[src/rtl/adder_sched_pkg.sv]
// adder_sched_pkg: shared state, tag and latency definitions for adder_rr_sched
package adder_sched_pkg;

    localparam int MAX_IDW = 4;
    localparam int ADD_LAT = 2;

    typedef enum logic [1:0] {
        RUN,
        DRAIN,
        HALT
    } sched_state_e;

    typedef struct packed {
        logic               vld;
        logic [MAX_IDW-1:0] id;
    } tag_t;

endpackage

[src/rtl/rr_arbiter.sv]
// rr_arbiter: one-hot round-robin grant, searching upward from ptr with wrap
module rr_arbiter #(
    parameter int  N   = 4,
    localparam int IDW = $clog2(N)
) (
    input  logic [N-1:0]   req,
    input  logic [IDW-1:0] ptr,
    input  logic           en,
    output logic [N-1:0]   gnt,
    output logic [IDW-1:0] idx
);

    logic [IDW-1:0] cand;
    logic           found;

    // first pending requester at or after ptr wins; N-1 wraps back to 0
    always_comb begin
        gnt   = '0;
        idx   = '0;
        cand  = '0;
        found = 1'b0;
        for (int k = 0; k < N; k++) begin
            cand = IDW'((int'(ptr) + k) % N);
            if (en && !found && req[cand]) begin
                found     = 1'b1;
                gnt[cand] = 1'b1;
                idx       = cand;
            end
        end
    end

endmodule

[src/rtl/adder_rr_sched.sv]
// adder_rr_sched: round-robin sharing of one pipelined adder among N_REQ requesters.
// Defining ADDER_RR_SCHED_PERF_EN adds per-requester grant counters and an adder busy counter.
module adder_rr_sched
    import adder_sched_pkg::*;
#(
    parameter int  W     = 20,
    parameter int  N_REQ = 4,
    localparam int IDW   = $clog2(N_REQ)
) (
    input  logic               clk,
    input  logic               rst_n,
    input  logic [N_REQ-1:0]   req_valid,
    output logic [N_REQ-1:0]   req_ready,
    input  logic [N_REQ*W-1:0] req_a,
    input  logic [N_REQ*W-1:0] req_b,
    output logic               add_start,
    output logic [W-1:0]       add_a,
    output logic [W-1:0]       add_b,
    input  logic [W-1:0]       add_y,
    input  logic               add_valid,
    output logic               resp_valid,
    output logic [IDW-1:0]     resp_id,
    output logic [W-1:0]       resp_y,
    input  logic               halt_req,
    output logic               halted,
    output logic               tag_err
`ifdef ADDER_RR_SCHED_PERF_EN
    ,
    output logic [N_REQ*16-1:0] grant_cnt,
    output logic [31:0]         busy_cnt
`endif
);

    sched_state_e     state;
    logic [IDW-1:0]   rr_ptr;
    logic [N_REQ-1:0] gnt;
    logic [IDW-1:0]   gnt_idx;
    logic             xfer;
    logic [W-1:0]     b_q;
    tag_t             tag_q [ADD_LAT];
    logic             pipe_clear;
    logic             unused_tag_id;

    rr_arbiter #(.N(N_REQ)) u_arb (
        .req (req_valid),
        .ptr (rr_ptr),
        .en  (state == RUN && !halt_req),
        .gnt (gnt),
        .idx (gnt_idx)
    );

    assign req_ready     = gnt;
    assign xfer          = |gnt;
    assign add_start     = xfer;
    assign add_a         = xfer ? req_a[int'(gnt_idx)*W +: W] : '0;
    assign add_b         = b_q;
    assign resp_valid    = add_valid;
    assign resp_y        = add_y;
    assign resp_id       = tag_q[ADD_LAT-1].id[IDW-1:0];
    assign unused_tag_id = ^tag_q[ADD_LAT-1].id;

    // pipeline is empty after this edge when no stage ahead of the tail holds a tag
    always_comb begin
        pipe_clear = 1'b1;
        for (int k = 0; k < ADD_LAT-1; k++) pipe_clear = pipe_clear & !tag_q[k].vld;
    end

    // capture operand B and the owner tag on transfer, age tags toward the result
    always_ff @(posedge clk or negedge rst_n) begin
        if (!rst_n) begin
            rr_ptr <= '0;
            b_q    <= '0;
            for (int k = 0; k < ADD_LAT; k++) tag_q[k] <= '0;
        end else begin
            tag_q[0] <= tag_t'{vld: xfer, id: MAX_IDW'(gnt_idx)};
            for (int k = 1; k < ADD_LAT; k++) tag_q[k] <= tag_q[k-1];
            if (xfer) begin
                b_q    <= req_b[int'(gnt_idx)*W +: W];
                rr_ptr <= (int'(gnt_idx) == N_REQ-1) ? '0 : gnt_idx + IDW'(1);
            end
        end
    end

    // RUN/DRAIN/HALT sequencing with halted registered alongside the state
    always_ff @(posedge clk or negedge rst_n) begin
        if (!rst_n) begin
            state  <= RUN;
            halted <= 1'b0;
        end else begin
            case (state)
                RUN: if (halt_req) state <= DRAIN;
                DRAIN: begin
                    if (!halt_req) state <= RUN;
                    else if (pipe_clear) begin
                        state  <= HALT;
                        halted <= 1'b1;
                    end
                end
                HALT: begin
                    if (!halt_req) begin
                        state  <= RUN;
                        halted <= 1'b0;
                    end
                end
                default: state <= RUN;
            endcase
        end
    end

    // any disagreement between adder valid and the tail tag is latched until reset
    always_ff @(posedge clk or negedge rst_n) begin
        if (!rst_n) tag_err <= 1'b0;
        else if (add_valid != tag_q[ADD_LAT-1].vld) tag_err <= 1'b1;
    end

`ifdef ADDER_RR_SCHED_PERF_EN
    // per-requester saturating transfer counts and a wrapping count of issue cycles
    always_ff @(posedge clk or negedge rst_n) begin
        if (!rst_n) begin
            grant_cnt <= '0;
            busy_cnt  <= '0;
        end else begin
            if (add_start) busy_cnt <= busy_cnt + 32'd1;
            for (int i = 0; i < N_REQ; i++)
                if (gnt[i] && grant_cnt[i*16 +: 16] != 16'hFFFF)
                    grant_cnt[i*16 +: 16] <= grant_cnt[i*16 +: 16] + 16'd1;
        end
    end
`endif

endmodule
[config.mk]
export PLATFORM = sky130hd
export DESIGN_NAME = adder_rr_sched
export DESIGN_NICKNAME = d
export VERILOG_FILES = /design/src/rtl/adder_sched_pkg.sv /design/src/rtl/rr_arbiter.sv /design/src/rtl/adder_rr_sched.sv
export SDC_FILE = /design/constraint.sdc
export NUM_CORES = 1
export LEC_CHECK = 0
export BUFFER_PORTS_ARGS = -buffer_cell sky130_fd_sc_hd__buf_2
export CAP_MARGIN = 20
export CORE_UTILIZATION = 40
export CTS_CLUSTER_SIZE = 20
export DETAILED_ROUTE_END_ITERATION = 10
export PLACE_DENSITY_LB_ADDON = 0.12
export SKIP_LAST_GASP = 1
export SYNTH_ARGS = -nofsm -noshare
export SYNTH_HDL_FRONTEND = slang
export SYNTH_SLANG_ARGS = --single-unit
[constraint.sdc]
create_clock -name clk -period 6.6 [get_ports clk]
set_input_delay 0.66 -clock clk [delete_from_list [all_inputs] [get_ports clk]]
set_output_delay 0.66 -clock clk [all_outputs]
set_load 0.02 [all_outputs]
==> results.toml, run 1 <==
[clock_network]
tritoncts = "built"
cts_setup_buffers = 0
cts_max_level = 2
cts_buffers = 5
cts_buffer_depth = 2
cts-root-buf = "clkbuf_16"
cts_resized = 0
holdBufCountCts = 0
cts.clk_slew.worst_paths_ps = 50
clock_latency_ps = 280
cts_sinks = 32

[synthesis]
synth-async-reset-ratio_pct = 100.0
syn-instance-count = 493
synth-edff-count = 0
yosys_warnings = 0
synth_nets = 689
synthDistinctLibCells = 42
ys_ff_latch = 32
synth_area_sq_um = 4582
synthFlopType = "dfrtp_1"
avgSynthCellArea_sq_um = 9.294
ys_seq_area_share_pct = 17.48

[sta]
fin_setup_tns_ps = 0
fmax_mhz = 182.0
slew_headroom_pct = 36.36
hold_viol = 0
rsz0062_at_grt = "false"
drv_slew = 0
fin_crit_sh_pct = 83.25
setup_violations = 0
max_slew.worst_pin.slew_ps = 954.6
skew_ps = 8.753
finalCriticalPeriod_ps = 5494

[global_route]
grt_pass1_vias = 4538
grt_pass1_wl_um = 23700
grt-ovfl-total = 0
grt_antenna_before_repair = 1
track_usage_pct = 25.62
grt_max_degree = 106

[power]
power_density_nw_per_um2 = 363.1
p_seq_share_pct = 16.3
power.internal_w = 0.001049
switching_power_w = 0.001003
p_leak_nw = 3.093
peakVddDrop_v = 0.0002312
clkPwrFrac_pct = 13.2
combPwrFrac_pct = 70.5
switching_share_pct = 48.87

[detailed_routing]
drt-vias-per-instance = 6.107
ant_nets = 0
via_count = 4806
wl_per_cell_um = 19.86
drtIter0Drc = 288
wl_um = 15630
drc = 0
dr.pass1.iters = 5

[setup_path]
crit_arrival_ps = 4830
crit_required_ps = 5940
crit_type = "reg -> out"
cp-start-kind = "flop"
cp_max_fo = 75
endpoint_kind = "output pin"

[layout]
seq_area_sq_um = 802.0
num_antenna_cells = 0
mostFrequentLayoutCells = "217 x buf_2, 43 x mux2i_1, 41 x o221ai_1"
mostFrequentLayoutCell = "buf_2"
multiInputGateArea_sq_um = 3327
area_growth_pct = 23.35
drive_gt1_share_pct = 44.98
fin_cells = 787
nFillCells = 1036
num-nets-final = 842

[floorplan]
fp.dieW_um = 109.0
ios = 258
die_area_sq_um = 11890
core_area_sq_um = 10980
start_util_pct = 41.72
die_h_um = 109.0
rows = 38

[worst_hold_path]
hp-class = "reg -> reg"

[run]
maxCapViolations = 0

[place]
dp_hpwl_um = 10900
dp.cells = 779
io_buffers = 217
gp_congestion = 0.8124

[status]
status = "finished clean"
==> synthesized netlist by cell type (2+ instances only) <==
cell type | count | area share [%]
o21ai_0 | 36 | 3.9
nand2_1 | 40 | 3.3
a21oi_1 | 4 | 0.44
a211oi_1 | 5 | 0.82
nand2b_1 | 2 | 0.27
and3_1 | 20 | 2.7
buf_4 | 30 | 4.9
a32oi_1 | 4 | 0.76
xnor2_1 | 2 | 0.38
o41ai_2 | 17 | 6.0
o41ai_1 | 3 | 0.57
o211a_1 | 40 | 8.7
and2_1 | 20 | 2.7
nand3_1 | 12 | 1.3
mux4_2 | 23 | 11
clkbuf_1 | 32 | 2.6
dfrtp_1 | 32 | 17
nor2b_1 | 8 | 1.1
inv_1 | 3 | 0.25
ha_1 | 8 | 2.2
inv_2 | 2 | 0.16
mux2_2 | 6 | 1.5
a311oi_1 | 17 | 3.2
o21a_1 | 4 | 0.66
buf_2 | 18 | 2.0
or3_1 | 2 | 0.27
nor3_1 | 2 | 0.22
o221ai_1 | 41 | 7.8
mux2i_1 | 43 | 9.4
nor2_1 | 5 | 0.41
==> final cells by class <==
| class | instances | share of cell area, % |
|---|---|---|
| Clock buffer | 5 | 2.214 |
| Tap cell | 140 | 3.099 |
| Clock inverter | 3 | 0.7527 |
| Multi-Input combinational cell | 375 | 58.87 |
| Timing Repair Buffer | 227 | 20.54 |
| Inverter | 5 | 0.3321 |
| Sequential cell | 32 | 14.19 |
==> critical path, stage by stage (launching register included) <==
cell	delay [ps]
dfrtp_1	490
inv_1	170
ha_1	530
mux4_2	600
nor2_1	560
and3b_1	310
nor2_4	40
buf_4	330
inv_2	590
mux4_2	570
and2_1	180
buf_2	160
==> logic make-up after synthesis <==
| kind of cell | after synthesis | synth area share, % |
|---|---|---|
| AO/OA/AOI/OAI | 175 | 33.70 |
| buffers and inverters | 86 | 10.16 |
| flip-flops | 32 | 17.48 |
| XOR/XNOR | 2 | 0.3824 |
| adder cells (fa/ha/maj) | 8 | 2.185 |
| AND/OR/NAND/NOR | 117 | 13.68 |
| multiplexers | 73 | 22.42 |
==> final timing paths <==
path,start,to,slack [ps],cells past startpoint
worst min register to register,tag_q[6],resp_id[1],350,0
worst min-delay path,tag_q[6],resp_id[1],350,0
min in group asynchronous,rst_n,add_b[17],470,1
max in group asynchronous,rst_n,rr_ptr[0],5570,1
worst max register to register,rr_ptr[1],add_b[1],1600,12
worst max-delay path,rr_ptr[1],add_a[18],1110,11
==> metrics by stage <==
step / utilization [%] / power (W) / instance area (sq um) / setup slack (ps) / hold slack, ps
4_1_cts: 51.46 / 0.002065 / 5652 / 1108 / 349.9
6_report: 51.46 / 0.002052 / 5652 / 1106 / 347.4
3_5_place_dp: 49.93 / 0.001782 / 5484 / 1423 / 336.4
3_3_place_gp: 49.93 / 0.001758 / 5484 / 1619 / 333.9
2_1_floorplan: - / 0.001454 / 4582 / 2061 / 331.2
5_1_grt: 51.46 / 0.002211 / 5652 / 697.3 / 369.7
==> metal layers <==
metal  up-vias  GRT usage, %  part of all wire [%]
met5         -             0                 0.083
met4         2         5.116                  0.99
met3        12         5.260                   7.6
met2       218         47.39                    53
met1      2317         30.27                    39
li1       2257             -                     -
==> registers in the layout, summed over array words and instances (netlist names) <==
signal and count:
halted 1, state 2, tag_q 4, add_b 20, tag_err 1, resp_id 2
rr_ptr 2
==> power groups by stage <==
stage	sequential, W	combinational, W	clock (W)
4_1_cts	0.000333	0.00146	0.000277
3_5_place_dp	0.000336	0.00145	0
6_report	0.000334	0.00145	0.000271
5_1_grt	0.000346	0.00158	0.000287
2_1_floorplan	0.000403	0.00105	0
3_3_place_gp	0.000333	0.00142	0
(Power assumes the default switching activity.)
==> run 2: changes to the inputs <==
==> constraint.sdc (replaced) <==
create_clock -name clk -period 5.25 [get_ports clk]
set_input_delay 0.525 -clock clk [delete_from_list [all_inputs] [get_ports clk]]
set_output_delay 0.525 -clock clk [all_outputs]
set_load 0.02 [all_outputs]
==> results.toml, run 2 (same netlist as run 1, synthesis figures left out) <==
[status]
status = "finished clean"

[setup_path]
crit_required_ps = 4720
cpMostUsedCell = "mux4_2"
r2r-end = "add_b[1]"
crit-reg2reg-launch = "rr_ptr[1]"
critPathSlowestCell = "mux4_2"
max_stage_delay_ps = 610
cp-start-kind = "flop"
r2r_cells = 12
cp.buffers_inverters = 4
endpoint_kind = "output pin"
path_cells = "inv_1 -> ha_1 -> mux4_2 -> nor2_1 -> buf_4 -> and3b_1 -> nor2_4 -> inv_2 -> mux4_2 -> and2_1 -> buf_2"
crit_arrival_ps = 4070
crit_type = "reg -> out"
cp_max_fo = 21
crit_family = "multiplexers"
regToRegSetupSlack_ps = 1030

[clock_network]
holdBufCountCts = 0
tritoncts = "built"
cts_max_level = 2
cts_setup_buffers = 0
cts.clk_slew.worst_paths_ps = 60
cts-root-buf = "clkbuf_16"
clock_latency_ps = 280
cts_sinks = 32
cts_resized = 0
cts_buffer_depth = 2
cts_buffers = 5

[sta]
drv_slew = 0
hold_viol = 0
slew_headroom_pct = 28.42
fin_setup_tns_ps = 0
skew_ps = 11.25
fin_crit_sh_pct = 87.60
max_slew.worst_pin.slew_ps = 1074
setup_violations = 0
finalCriticalPeriod_ps = 4599
fmax_mhz = 217.4
rsz0062_at_grt = "false"

[detailed_routing]
drt-vias-per-instance = 6.137
drc = 0
ant_nets = 0
via_count = 4848
wl_per_cell_um = 19.69
wl_um = 15560
drtIter0Drc = 319
dr.pass1.iters = 7

[floorplan]
die_area_sq_um = 11890
fp.dieW_um = 109.0
core_area_sq_um = 10980
ios = 258
start_util_pct = 41.72
rows = 38
die_h_um = 109.0

[power]
peakVddDrop_v = 0.0003418
combPwrFrac_pct = 70.1
clkPwrFrac_pct = 14.0
finalPower_w = 0.002610
power_density_nw_per_um2 = 459.2
p_leak_nw = 3.113
power.internal_w = 0.001351
p_seq_share_pct = 15.9
switching_share_pct = 48.26
switching_power_w = 0.001259

[layout]
fin_cells = 790
fin_util_pct = 51.75
mostFrequentLayoutCells = "217 x buf_2, 43 x mux2i_1, 41 x o221ai_1"
mostFrequentLayoutCell = "buf_2"
area_growth_pct = 24.06
num-nets-final = 844
largest_reg_flops = 20
drive_gt1_share_pct = 45.15
final_area_sq_um = 5684

[place]
io_buffers = 217
post_dp_cell_area_sq_um = 5499
dp.cells = 781
dp_hpwl_um = 10960
gp_congestion = 0.8140

[global_route]
grt_pass1_wl_um = 23720
grt-ovfl-total = 0
track_usage_pct = 25.57
grt_max_degree = 106
grt_antenna_before_repair = 1
grt_pass1_vias = 4707

[worst_hold_path]
hp-class = "in -> async"

[run]
maxCapViolations = 0
## run 2: changes by cell type in the layout (fill, tap and decap cells not counted), sizes merged
| cell | change |
|---|---|
| clkinvlp | -1 |
| buf | +2 |
| clkbuf | +2 |
| clkinv | -1 |
| diode | +1 |
## run 2: per-stage QoR
stage                     hold WS, ps  worst slack (ps)
after floorplan                 229.4             846.4
after global placement          333.9              1064
after detailed placement        335.8             914.6
after CTS                       347.2             613.2
after global routing            362.0             393.2
final                           343.7             651.0
## run 2: worst max-delay path by stage
| stage | start | endpoint | depth (start not counted) |
|---|---|---|---|
| floorplan | rr_ptr[0] | add_a[12] | 15 |
| finish | rr_ptr[1] | add_a[18] | 11 |
| global route | rr_ptr[1] | add_a[18] | 11 |
| CTS | rr_ptr[1] | add_a[18] | 11 |
| detailed placement | rr_ptr[1] | add_a[18] | 11 |
| global placement | rr_ptr[1] | add_a[18] | 11 |
## run 2: layer usage
layer,GRT usage [%],wire (um)
met3,5.798,1193
met2,45.19,7817
met5,0,0
met1,29.77,6154
met4,9.846,391
## run 2: power by group through the flow
stage / Sequential (W) / Combinational (W) / Clock (W)
2_1_floorplan: 0.000506 / 0.00132 / 0
3_3_place_gp: 0.000416 / 0.00180 / 0
3_5_place_dp: 0.000419 / 0.00183 / 0
4_1_cts: 0.000416 / 0.00184 / 0.000373
5_1_grt: 0.000430 / 0.00199 / 0.000384
6_report: 0.000415 / 0.00183 / 0.000365
## run 2: area by class of cell
type                    instances  area (sq um)
clock buffers                   7         152.6
inverters                       5         18.77
clock inverters                 1         30.03
fillers                      1020          5299
multi-input cells             375          3327
flip-flops and latches         32         802.0
diodes                          1         2.502
well taps                     140         175.2
repair buffers                229          1176
==> run 3: changes to the inputs <==
--- a/config.mk
+++ b/config.mk
@@ -8,9 +8,11 @@
 export BUFFER_PORTS_ARGS = -buffer_cell sky130_fd_sc_hd__buf_2
 export CAP_MARGIN = 20
 export CORE_UTILIZATION = 40
+export CTS_BUF_LIST = sky130_fd_sc_hd__clkbuf_4 sky130_fd_sc_hd__clkbuf_8 sky130_fd_sc_hd__clkbuf_16
 export CTS_CLUSTER_SIZE = 20
 export DETAILED_ROUTE_END_ITERATION = 10
-export PLACE_DENSITY_LB_ADDON = 0.12
+export GPL_ROUTABILITY_DRIVEN = 0
+export PLACE_DENSITY = 0.74
 export SKIP_LAST_GASP = 1
 export SYNTH_ARGS = -nofsm -noshare
 export SYNTH_HDL_FRONTEND = slang
==> results.toml, run 3 (same netlist as run 1, synthesis figures left out) <==
[status]
status = "finished clean"

[detailed_routing]
drc = 0
drt-vias-per-instance = 6.396
wl_per_cell_um = 21.37
drtIter0Drc = 362
ant_nets = 0
via_count = 5059
dr.pass1.iters = 5
wl_um = 16900

[clock_network]
cts_sinks = 32
cts-root-buf = "clkbuf_16"
cts_resized = 0
cts_buffers = 5
tritoncts = "built"
clock_latency_ps = 280
holdBufCountCts = 0
cts.clk_slew.worst_paths_ps = 60
cts_buffer_depth = 2
cts_setup_buffers = 0
cts_max_level = 2

[sta]
hold_viol = 0
fin_crit_sh_pct = 90.46
fmax_mhz = 210.6
finalCriticalPeriod_ps = 4749
rsz0062_at_grt = "false"
skew_ps = 9.294
fin_setup_tns_ps = 0
setup_violations = 0
drv_slew = 0
max_slew.worst_pin.slew_ps = 993.2
slew_headroom_pct = 33.78

[global_route]
grt_pass1_vias = 4832
grt_antenna_before_repair = 2
grt_max_degree = 106
grt_pass1_wl_um = 24830
track_usage_pct = 27.28
grt-ovfl-total = 0

[layout]
mostFrequentLayoutCell = "buf_2"
num-nets-final = 844
fin_util_pct = 51.78
mostFrequentLayoutCells = "217 x buf_2, 43 x mux2i_1, 41 x o221ai_1"
drive_gt1_share_pct = 45.15
nFillCells = 998
area_growth_pct = 24.11
largest_reg_flops = 20

[floorplan]
fp.dieW_um = 109.0
die_area_sq_um = 11890
start_util_pct = 41.72
die_h_um = 109.0
rows = 38
ios = 258
core_area_sq_um = 10980

[power]
combPwrFrac_pct = 70.1
power_density_nw_per_um2 = 460.7
switching_share_pct = 48.41
switching_power_w = 0.001268
power.internal_w = 0.001352
peakVddDrop_v = 0.0002275
p_seq_share_pct = 16.0
p_leak_nw = 3.113
clkPwrFrac_pct = 13.9

[place]
io_buffers = 217
dp_hpwl_um = 12000

[setup_path]
cp-start-kind = "flop"
crit_type = "reg -> out"
max_stage_delay_ps = 610
critPathSlowestCell = "mux4_2"
regToRegSetupSlack_ps = 980
r2r-end = "add_b[14]"
endpoint_kind = "output pin"
path_cells = "inv_1 -> ha_1 -> mux4_2 -> nor2_1 -> buf_4 -> and3b_1 -> nor2_4 -> inv_2 -> mux4_2 -> and2_1 -> buf_2"
crit_arrival_ps = 4220
crit_required_ps = 4720
r2r_cells = 12
crit-reg2reg-launch = "rr_ptr[1]"
cp-startpoint = "rr_ptr[1]"
cpMostUsedCell = "mux4_2"
cp-endpoint = "add_a[8]"
cp_max_fo = 30

[worst_hold_path]
hp-class = "in -> async"

[run]
maxCapViolations = 0
-- run 3: cell types whose count changed in the layout (fill, tap and decap cells not counted), sizes merged --
cell	change
diode	+1
-- run 3: worst min path at each step --
stage / start / endpoint / slack, ps / cells after the start
after floorplan: rst_n / add_b[0] / 230 / 0
after global placement: tag_q[5] / resp_id[0] / 340 / 0
after detailed placement: tag_q[5] / resp_id[0] / 330 / 0
after CTS: tag_q[5] / resp_id[0] / 350 / 0
after global routing: tag_q[5] / resp_id[0] / 360 / 0
final: rst_n / add_b[7] / 350 / 1
-- run 3: area by class of cell --
| class | instances | area [sq um] | area share [%] |
|---|---|---|---|
| diodes | 2 | 5.005 | 0.08801 |
| clock buffers | 7 | 152.6 | 2.684 |
| clock inverters | 1 | 30.03 | 0.5281 |
| inverters | 5 | 18.77 | 0.3300 |
| multi-input cells | 375 | 3327 | 58.50 |
| flip-flops and latches | 32 | 802.0 | 14.10 |
| well taps | 140 | 175.2 | 3.080 |
| repair buffers | 229 | 1176 | 20.68 |
-- run 3: per-stage QoR --
step / std cells / total power (W) / hold WS [ps] / area, sq um / setup WS (ps)
floorplan: 493 / 0.001828 / 229.4 / 4582 / 846.4
global placement: 781 / 0.002209 / 336.7 / 5499 / 957.3
detailed placement: 781 / 0.002257 / 334.7 / 5499 / 783.2
CTS: 789 / 0.002630 / 346.8 / 5682 / 479.3
global route: 791 / 0.002797 / 356.9 / 5687 / 197.3
finish: 791 / 0.002620 / 346.6 / 5687 / 500.8
-- run 3: routing by layer --
metal | share of wire, % | vias up | track usage [%]
met4 | 2.8 | 0 | 13.42
met2 | 54 | 277 | 50.58
met1 | 36 | 2492 | 30.14
li1 | - | 2265 | -
met3 | 7.3 | 25 | 3.885
met5 | 0 | - | 0
-- run 3: power groups by stage --
stage	logic (W)	registers, W	clock network, W
floorplan	0.00132	0.000506	0
global placement	0.00179	0.000419	0
detailed placement	0.00183	0.000423	0
CTS	0.00184	0.000420	0.000371
global route	0.00199	0.000431	0.000380
finish	0.00184	0.000420	0.000364
-- run 3: worst max-delay path: cells and delay by family, from the launching register on --
| kind | cells | cell delay, ps |
|---|---|---|
| muxes | 2 | 1210 |
| buffers and inverters | 4 | 1130 |
| and+or+nand+nor | 4 | 560 |
| DFF | 1 | 520 |
| adders and majority gates | 1 | 520 |
